`config.mk`:
```
export PLATFORM = sky130hd
export DESIGN_NAME = stage4_mem_stage
export DESIGN_NICKNAME = d
export VERILOG_FILES = /design/src/rtl/stage4_mem_stage.sv
export SDC_FILE = /design/constraint.sdc
export NUM_CORES = 1
export LEC_CHECK = 0
export CORE_AREA = 2 2 139 141
export CTS_BUF_LIST = sky130_fd_sc_hd__clkbuf_16
export DETAILED_ROUTE_END_ITERATION = 8
export DIE_AREA = 0 0 141 143
export PLACE_DENSITY = 0.6
export SLEW_MARGIN = 40
export SYNTH_ARGS = -nofsm -noshare
export SYNTH_HDL_FRONTEND = slang
export SYNTH_SLANG_ARGS = --single-unit
```
`constraint.sdc`:
```
create_clock -name CLK -period 5.9 [get_ports CLK]
set_input_delay 1.18 -clock CLK [delete_from_list [all_inputs] [get_ports CLK]]
set_output_delay 1.18 -clock CLK [all_outputs]
set_load 0.05 [all_outputs]
```
`src/rtl/stage4_mem_stage.sv`:
```
// Memory stage: drives the data bus, aligns/extends loads, produces writeback and
// fetch-redirect values, and stalls upstream during bus waits and fence.i flushes.
module stage4_mem_stage #(
   parameter int unsigned RESET_PC_DONTCARE = 0
) (
   input  logic        CLK,
   input  logic        nRST,
   input  logic        ex_valid,
   input  logic [31:0] ex_pc,
   input  logic [4:0]  ex_rd,
   input  logic        ex_reg_write,
   input  logic [31:0] ex_alu_result,
   input  logic [31:0] ex_store_data,
   input  logic        ex_ren,
   input  logic        ex_wen,
   input  logic [2:0]  ex_funct3,
   input  logic        ex_jump,
   input  logic        ex_brj_taken,
   input  logic [31:0] ex_brj_addr,
   input  logic        ex_ifence,
   output logic [31:0] dmem_addr,
   output logic        dmem_ren,
   output logic        dmem_wen,
   output logic [3:0]  dmem_byte_en,
   output logic [31:0] dmem_wdata,
   input  logic [31:0] dmem_rdata,
   input  logic        dmem_busy,
   output logic        dcache_flush,
   input  logic        dcache_flush_done,
   output logic        mem_stall,
   output logic        redirect,
   output logic [31:0] brj_addr,
   output logic [31:0] pc4,
   output logic        reg_write,
   output logic [4:0]  rd_m,
   output logic [31:0] reg_wdata,
   output logic        misaligned,
   output logic        mem_retire
);

   localparam logic [1:0] IDLE       = 2'd0;
   localparam logic [1:0] ACCESS     = 2'd1;
   localparam logic [1:0] FLUSH      = 2'd2;
   localparam logic [1:0] FLUSH_WAIT = 2'd3;

   // Reserved parameter: elaborates to nothing.
   if (RESET_PC_DONTCARE != 0) begin : g_reserved
   end

   logic [1:0]  state, state_nxt;
   logic        fence_done, fence_done_nxt;
   logic        mem_op, misaligned_c, access_req, in_mem_phase;
   logic        fence_redirect, stall_c;
   logic [7:0]  ld_byte;
   logic [15:0] ld_half;
   logic [31:0] load_data;

   always_comb begin
      mem_op = ex_valid & (ex_ren | ex_wen);
      case (ex_funct3[1:0])
         2'b01:   misaligned_c = mem_op & ex_alu_result[0];
         2'b10:   misaligned_c = mem_op & (|ex_alu_result[1:0]);
         default: misaligned_c = 1'b0;
      endcase
      access_req     = mem_op & ~misaligned_c;
      in_mem_phase   = (state == IDLE) | (state == ACCESS);
      // fence_done marks the single redirect cycle after the flush has finished
      fence_redirect = (state == IDLE) & fence_done & ex_valid;
   end

   always_comb begin
      stall_c        = 1'b0;
      state_nxt      = state;
      fence_done_nxt = fence_done;
      case (state)
         IDLE: begin
            if (fence_done) begin
               fence_done_nxt = 1'b0;
            end else if (ex_valid & ex_ifence) begin
               stall_c   = 1'b1;
               state_nxt = FLUSH;
            end else if (access_req & dmem_busy) begin
               stall_c   = 1'b1;
               state_nxt = ACCESS;
            end
         end
         ACCESS: begin
            stall_c = access_req & dmem_busy;
            if (!stall_c) state_nxt = IDLE;
         end
         FLUSH: begin
            stall_c   = 1'b1;
            state_nxt = FLUSH_WAIT;
         end
         default: begin
            stall_c = 1'b1;
            if (dcache_flush_done) begin
               state_nxt      = IDLE;
               fence_done_nxt = 1'b1;
            end
         end
      endcase
   end

   always_ff @(posedge CLK or negedge nRST) begin
      if (!nRST) begin
         state      <= IDLE;
         fence_done <= 1'b0;
      end else begin
         state      <= state_nxt;
         fence_done <= fence_done_nxt;
      end
   end

   always_comb begin
      case (ex_funct3[1:0])
         2'b00: begin
            dmem_byte_en = 4'b0001 << ex_alu_result[1:0];
            dmem_wdata   = {4{ex_store_data[7:0]}};
         end
         2'b01: begin
            dmem_byte_en = ex_alu_result[1] ? 4'b1100 : 4'b0011;
            dmem_wdata   = {2{ex_store_data[15:0]}};
         end
         default: begin
            dmem_byte_en = 4'b1111;
            dmem_wdata   = ex_store_data;
         end
      endcase
   end

   always_comb begin
      case (ex_alu_result[1:0])
         2'd0:    ld_byte = dmem_rdata[7:0];
         2'd1:    ld_byte = dmem_rdata[15:8];
         2'd2:    ld_byte = dmem_rdata[23:16];
         default: ld_byte = dmem_rdata[31:24];
      endcase
      ld_half = ex_alu_result[1] ? dmem_rdata[31:16] : dmem_rdata[15:0];
      case (ex_funct3)
         3'b000:  load_data = {{24{ld_byte[7]}}, ld_byte};
         3'b001:  load_data = {{16{ld_half[15]}}, ld_half};
         3'b100:  load_data = {24'd0, ld_byte};
         3'b101:  load_data = {16'd0, ld_half};
         default: load_data = dmem_rdata;
      endcase
   end

   assign dmem_addr    = {ex_alu_result[31:2], 2'b00};
   assign dmem_ren     = nRST & in_mem_phase & access_req & ex_ren;
   assign dmem_wen     = nRST & in_mem_phase & access_req & ex_wen;
   assign dcache_flush = nRST & (state == FLUSH);
   assign mem_stall    = nRST & stall_c;
   assign pc4          = ex_pc + 32'd4;
   assign redirect     = nRST & (fence_redirect | (ex_valid & ex_brj_taken));
   assign brj_addr     = fence_redirect ? pc4 : ex_brj_addr;
   assign rd_m         = ex_rd;
   assign reg_wdata    = ex_ren ? load_data : (ex_jump ? pc4 : ex_alu_result);
   assign reg_write    = nRST & ex_valid & ex_reg_write & ~misaligned_c & ~stall_c;
   assign misaligned   = nRST & misaligned_c;
   assign mem_retire   = nRST & ex_valid & in_mem_phase & ~stall_c;

endmodule

```
; Word-level counts from Yosys, hierarchy flattened
; Index checks and enable logic that the tools add are counted.
[totals]
inputBits = 179
n_memories = 0
regBits = 3
output_inout_bits = 177
mem_bits_ro = 0
ramBits = 0
latchBits = 0
wordCells = 77
[op_classes]
n_div = 0
addsub = 1
n_bitwise = 29
multipliers = 0
eq_ne = 12
shifts = 1
n_lt_le_gt_ge = 0
muxes = 22
reduce_logical = 10
[ops]
columns = op, n
row1 = 32-bit case mux with 4 select lines, 1
row2 = 32-bit two-way mux, 3
row3 = 32-bit case mux with 2 select lines, 1
row4 = "32-bit by 3-bit adder with 32-bit output, second input constant", 1
row5 = 8-bit case mux with 3 select lines, 1
row6 = 1-bit bitwise AND, 23
row7 = 16-bit two-way mux, 1
row8 = 2-bit two-way mux, 5
row9 = 4-bit case mux with 2 select lines, 1
row10 = "2-bit by 1-bit == test with 1-bit output, second input constant", 3
row11 = "2-bit == test, second input constant", 3
row12 = "3-bit == test, second input constant", 2
row13 = 2-bit zero test, 3
row14 = 1-bit case mux with 2 select lines, 3
row15 = 2-bit case mux with 3 select lines, 1
row16 = 1-bit two-way mux, 4
row17 = 4-bit two-way mux, 1
row18 = "2-bit != test, second input constant", 2
row19 = 4-bit AND reduction, 1
row20 = 4-bit nonzero test, 1
row21 = 2-bit OR reduction, 2
row22 = "1-bit by 2-bit << shifter with 4-bit output, first input constant", 1
row23 = "3-bit by 1-bit == test with 1-bit output, second input constant", 1
row24 = 3-bit zero test, 1
row25 = other kinds (5), 9

; Longest topological paths before layout
; Gate-level depths: netlist (run 1).
[logic_depth]
word_depth = 13
ltp_mapped = 8
mapped_depth_nobuf = 7

; Worst setup path after synthesis (run 1)
; No wires, ideal clock.
[synth_path]
path_kind = input to output
startpoint = input ex_funct3[0]
endpoint = output reg_wdata[4]
slack_ps = 823
stages = 7
path_buffers = 1
arrival_ps = 3897
path_cell_list = inv_1 ha_1 or2_2 clkbuf_1 o21ai_1 a22oi_1 o21ai_0
[synth_via]
elab_chain_len = 3
elab_cells_between_ends = 6
classes_between = 3 x eq/ne / 2 x mux / 1 x reduce/logical
[synth_rtl]
columns = item, line_no
row1 = from (decl), 16  ; input logic [2:0] ex_funct3,
row2 = 3-bit == test (tied with other cells), 140  ; case (ex_funct3)
row3 = 32-bit case mux with 4 select lines (*), 140
row4 = 32-bit two-way mux (*), 158  ; assign reg_wdata = ex_ren ? load_data : (ex_jump ? pc4 : ex_alu_result);
row5 = to (decl), 36  ; output logic [31:0] reg_wdata,
; Every way passes the cells marked *; elsewhere a longest branch is shown, timed or not.

; Worst setup path in the final report (run 1)
[layout_path]
startpoint = input ex_pc[2]
endpoint = output brj_addr[22]
[layout_via]
elab_chain_len = 2
[layout_rtl]
columns = item, line_no
row1 = from (decl), 9  ; input logic [31:0] ex_pc,
row2 = 32-bit by 3-bit adder with 32-bit output, 154  ; assign pc4 = ex_pc + 32'd4;
row3 = 32-bit two-way mux, 156  ; assign brj_addr = fence_redirect ? pc4 : ex_brj_addr;
row4 = to (decl), 32  ; output logic [31:0] brj_addr,
; Every way passes these cells.

==> results.yml, run 1 <==
floorplanning:
  rows: 50
  die_h_um: 143
  io_pins: 356
  die_w_um: 141
  core-area_sq_um: 18600
  initial_core_util_pct: 17.0
  die_area_sq_um: 20200
timing:
  relSlewSlack_pct: 48.5
  fin_ws_ns: 0.685
  hold_slack_ns: 0.609
  clock_skew_ns: 0.00245
  setup_viol: 0
  fin_crit_sh_pct: 88.4
  drv_slew: 0
  report.final.hold_viol_count: 0
  finalCriticalPeriod_ns: 5.21
  rsz0062_at_grt: "no"
  finalSetupTns_ns: 0
  fmax_mhz: 192
  tightestPinTransition_ns: 0.769
global_routing:
  grt_pass1_wl_um: 28400
  gr-total-overflow: 0
  antenna_found_initial: 0
  grt_pass1_vias: 4797
  grt_max_degree: 57
  grt_use_total_pct: 18.5
worst_hold_path:
  hold_class: "reg2reg"
  min-delay-start: "state[0]"
  hold_end: "state[0]"
  holdPathStages: 2
finish:
  finalInstanceArea_sq_um: 6600
  syn_to_final_growth_pct: 109
  layout-drive-gt1-share_pct: 9.75
  fill_cells: 1991
  antennaDiodeCount: 0
  final_nets: 977
yosys:
  async_flop_share_pct: 100
  ys_seq_area_share_pct: 2.38
  synth_cell_types: 52
  yosys.area.top_type_share_pct: 11.2
  ys_top_cells_by_area: "buf_4 11%, nand2_1 10%, o21ai_0 5.7%, mux2_2 5.4%, nor2_1 5.0%"
  yosys_warnings: 0
  synthCells: 512
  synth.avg_cell_area_sq_um: 6.16
  yosysTopAreaCell: "buf_4"
  synthesis.area_sq_um: 3150
  ys_ff_latch: 3
  synth_edf_count: 0
  ys.flop_type: "dfrtp_1"
route:
  drcViolationCount: 0
  vias: 4766
  routed_wl_um: 20100
  ant_nets: 0
  detail_route.vias_per_cell: 4.65
  wire_per_inst_um: 19.6
  drtIter0Drc: 171
  dr.pass1.iters: 4
setup_path:
  crit_slowest_cell: "clkdlybuf4s50_1"
  r2r_end: "state[1]"
  max_stage_delay_ns: 0.72
  r2r-start: "state[0]"
  crit_start: "ex_pc[2]"
  crit_path_max_fanout: 10
  crit_required_ns: 4.72
  criticalPathCategory: "in2out"
  path_cells: "clkdlybuf4s50_1 -> ha_1 -> nand3_1 -> nor2_1 -> buf_4 -> nand4_1 -> xor2_1 -> o21ai_0 -> clkdlybuf4s50_1"
  critPathLaunchType: "input pin"
  cp-end-kind: "output port"
  ff2ff_path_depth: 5
  cpMostUsedCell: "clkdlybuf4s50_1"
  regToRegSetupSlack_ns: 4.08
  cp.arrival_ns: 4.03
power_and_ir_drop:
  peakVddDrop_mv: 0.112
  p_total_uw: 1340
  p_int_uw: 549
  power.switching_uw: 787
  p_clk_share_pct: 7.9
  power.share.sequential_pct: 3.0
  power_density_nw_per_um2: 203
  p_comb_share_pct: 89.0
  leakagePower_uw: 0.00267
  sw_frac_of_total_pct: 58.9
clock_tree:
  cts.sinks: 3
  clockRootBuffer: "clkbuf_16"
  cts.path.max_buffers: 2
  post_cts_resized: 0
  clk_pin_slew_ns: 0.03
  h-tree-depth: 1
  post-cts-setup-buffers: 0
  cts_tree: "done"
  cts-buffers-inserted: 3
  cts_hold_buf: 0
  insertion_delay_ns: 0.22
placed_design:
  numPortBuffers: 343
  post-place-ws_ns: 0.692
  placed_area_sq_um: 6520
  hpwl_um: 17100
  gp_congestion: 0.835
status:
  status: "completed"
flow_run:
  cap_violations: 0
## layout by cell type (no fill, tap or decap), drive strengths merged, types with 8 or more instances in the layout
cell type | synthesis | layout
nand3 | 19 | 19
a211oi | 18 | 18
o211ai | 9 | 9
a21oi | 23 | 23
xnor2 | 12 | 12
nor2 | 42 | 42
a22oi | 17 | 17
buf | 51 | 43
inv | 35 | 36
nand2 | 88 | 88
xor2 | 16 | 16
mux2 | 15 | 15
a221oi | 8 | 8
o21ai | 39 | 39
clkdlybuf4s50 | 0 | 308
a22o | 15 | 15
## worst max-delay path: cells and delay by family
kind                     cells  cell delay [ns]
AND/OR/NAND/NOR              3             0.50
AO/OA/AOI/OAI                1             0.16
XOR/XNOR                     1             0.44
buffers and inverters        3             1.49
adder cells (fa/ha/maj)      1             0.26
## worst max path at each step
stage / depth (start not counted) / endpoint
2_1_floorplan: 7 / reg_wdata[4]
3_3_place_gp: 9 / reg_wdata[20]
3_5_place_dp: 9 / reg_wdata[20]
4_1_cts: 9 / reg_wdata[20]
5_1_grt: 9 / reg_wdata[20]
6_report: 9 / brj_addr[22]
## power by group through the flow
stage          clock network [uW]  registers, uW  logic [uW]
2_1_floorplan                   0           36.6         747
3_3_place_gp                    0           39.2        1190
3_5_place_dp                    0           40.7        1190
4_1_cts                       107           40.7        1200
5_1_grt                       109           42.0        1250
6_report                      106           40.8        1190
## metrics by stage
| step | utilization (%) | cells |
|---|---|---|
| 3_5_place_dp | 35.1 | 1020 |
| 5_1_grt | 35.5 | 1024 |
| 4_1_cts | 35.5 | 1024 |
| 6_report | 35.5 | 1024 |
| 2_1_floorplan | - | 513 |
| 3_3_place_gp | 35.1 | 1020 |
## cells by family (layout without fill, tap and decap cells)
family                     Yosys count  after routing  synth area share, %
and+or+nand+nor                    191            191                 28.1
other                                1              2                0.119
DFF                                  3              3                 2.38
buffers and inverters              113            390                 19.3
muxes                               20             20                 7.34
adders and majority gates            7              7                 2.78
AOI/OAI and AO/OA                  149            149                 32.1
xor gates and xnor gates            28             28                 7.78
## flip-flops by register name, indices dropped and copies added (netlist names)
register / count
state: 2
fence_done: 1
## metal layers
layer,vias to the layer above,routed length (um),global-route usage (%)
met5,-,0,0
met4,0,291,3.05
met3,16,1220,2.21
met2,220,10400,35.4
met1,2201,8210,22.4
li1,2329,-,-
## Yosys cell counts, types with 4 or more instances
library cell,n
nand2_1,88
buf_4,47
nor2_1,42
o21ai_0,36
inv_1,35
clkbuf_1,27
a21oi_1,23
nand3_1,18
a22oi_1,17
a211oi_1,16
xor2_1,16
a22o_1,15
mux2_2,15
xnor2_1,12
o211ai_1,9
a221oi_1,8
ha_1,7
nor2b_1,7
and2_1,6
a32oi_1,5
nand4_1,5
nor3_1,5
mux2i_1,4
or2_2,4
## cell type report
cell class / count / area (sq um) / area share (%)
clock inverter: 1 / 3.75 / 0.0569
tap: 234 / 293 / 4.44
multi-input combinational: 397 / 2490 / 37.7
clock buffer: 3 / 75.1 / 1.14
sequential: 3 / 75.1 / 1.14
inverter: 35 / 131 / 1.99
timing repair buffer: 351 / 3530 / 53.5
Note: power is estimated with default switching activity, not from simulation.
==> run 2: changes to the inputs <==
Settings changed: CORE_AREA 2 2 139 141 to 3 3 136 138, DIE_AREA 0 0 141 143 to 0 0 139 141, PLACE_DENSITY 0.6 to 0.63.
==> run 2 against run 1 <==
  * Power up 1.7%
  * Critical path depth down 3
  * Via count up 0.55%
  * Critical endpoint is now dmem_byte_en[0]
  * Setup slack better by 0.028 ns
  * Sequential share of layout area about the same
==> results.yml, run 2 (synthesis results as in run 1) <==
clock_tree:
  clockRootBuffer: "clkbuf_16"
  cts_tree: "done"
  clk_pin_slew_ns: 0.03
  h-tree-depth: 1
  cts.path.max_buffers: 2
  cts_hold_buf: 0
  insertion_delay_ns: 0.22
  post_cts_resized: 0
  post-cts-setup-buffers: 0
  cts-buffers-inserted: 3
  cts.sinks: 3
setup_path:
  criticalPathCategory: "in2out"
  crit_slowest_cell: "clkdlybuf4s50_1"
  crit_required_ns: 4.72
  cp-end-kind: "output port"
  max_stage_delay_ns: 0.93
  cp.arrival_ns: 4.01
  critPathLaunchType: "input pin"
  crit_path_max_fanout: 18
  path_cells: "clkdlybuf4s50_1 -> inv_1 -> ha_1 -> or2_2 -> o21ai_1 -> clkdlybuf4s50_1"
  cpMostUsedCell: "clkdlybuf4s50_1"
timing:
  relSlewSlack_pct: 50.9
  setup_viol: 0
  finalSetupTns_ns: 0
  fin_crit_sh_pct: 87.9
  rsz0062_at_grt: "no"
  report.final.hold_viol_count: 0
  finalCriticalPeriod_ns: 5.19
  tightestPinTransition_ns: 0.737
  fmax_mhz: 193
  drv_slew: 0
  clock_skew_ns: 0.000676
  fin_ws_ns: 0.713
global_routing:
  gr-total-overflow: 0
  antenna_found_initial: 1
  grt_pass1_wl_um: 30000
  grt_max_degree: 39
  grt_pass1_vias: 4890
  grt_use_total_pct: 19.7
route:
  routed_wl_um: 20800
  ant_nets: 0
  drtIter0Drc: 318
  wire_per_inst_um: 20.4
  dr.pass1.iters: 4
  drcViolationCount: 0
  vias: 4792
  detail_route.vias_per_cell: 4.71
finish:
  mostFrequentLayoutCells: "308 x clkdlybuf4s50_1, 88 x nand2_1, 41 x nor2_1, 36 x inv_1, 36 x o21ai_0"
  final_common_cell: "clkdlybuf4s50_1"
  layout-drive-gt1-share_pct: 9.96
  largest_register_ff_count: 2
  antennaDiodeCount: 0
  syn_to_final_growth_pct: 113
  top_regs: "state x2, fence_done x1"
  final_nets: 980
  regMostFlops: "state"
power_and_ir_drop:
  leakagePower_uw: 0.00272
  power_density_nw_per_um2: 203
  peakVddDrop_mv: 0.148
  p_total_uw: 1360
floorplanning:
  io_pins: 356
  core-area_sq_um: 17300
  rows: 48
  die_area_sq_um: 19600
  initial_core_util_pct: 18.2
  die_h_um: 141
  die_w_um: 139
worst_hold_path:
  hold_class: "reg2reg"
flow_run:
  cap_violations: 0
placed_design:
  gp_congestion: 0.889
  numPortBuffers: 343
  hpwl_um: 18000
  post-place-ws_ns: 0.684
status:
  status: "completed"
-- run 2: changes by cell type in the layout (fill, tap and decap cells not counted), sizes merged --
cell | before | now
buf | 43 | 46
-- run 2: power by group --
part,switching (uW),leakage (uW),internal (uW)
registers,7.57,0.0000370,31.0
clock network,17.9,0.0000423,87.3
logic,765,0.00264,450
total,791,0.00272,568
-- run 2: final timing paths --
check                              from         endpoint  slack, ns  cells past startpoint
max in group asynchronous          nRST         state[1]       4.46                      1
max                        ex_funct3[1]  dmem_byte_en[0]       0.71                      6
min                            state[1]         state[1]       0.59                      2
min in group asynchronous          nRST       fence_done       1.21                      1
min reg2reg                    state[1]         state[1]       0.59                      2
max reg2reg                    state[0]         state[1]       4.17                      5
-- run 2: metal layers --
metal | track usage (%) | wire [um]
met5 | 0 | 13
met4 | 2.68 | 215
met3 | 4.61 | 1740
met2 | 35.6 | 10300
met1 | 24.3 | 8500
-- run 2: area by class of cell --
cell class	instances	area, sq um
Tap cell	225	282
Clock buffer	3	75.1
Sequential cell	3	75.1
Fill cell	1811	10600
Inverter	35	131
Multi-Input combinational cell	397	2480
Timing Repair Buffer	354	3650
Clock inverter	1	3.75
-- run 2: worst max-delay path: cells and delay by family --
kind / cells / cell delay, ns
buffers and inverters: 3 / 1.50
AND/OR/NAND/NOR: 1 / 0.53
AO/OA/AOI/OAI: 1 / 0.40
adder cells (fa/ha/maj): 1 / 0.38
-- run 2: metrics by stage --
step	instances	utilization [%]	area (sq um)	hold slack, ns
2_1_floorplan	513	-	3160	0.533
3_3_place_gp	1014	38.3	6630	0.576
3_5_place_dp	1014	38.3	6630	0.587
4_1_cts	1018	38.8	6700	0.591
5_1_grt	1018	38.8	6700	0.654
6_report	1018	38.8	6700	0.593
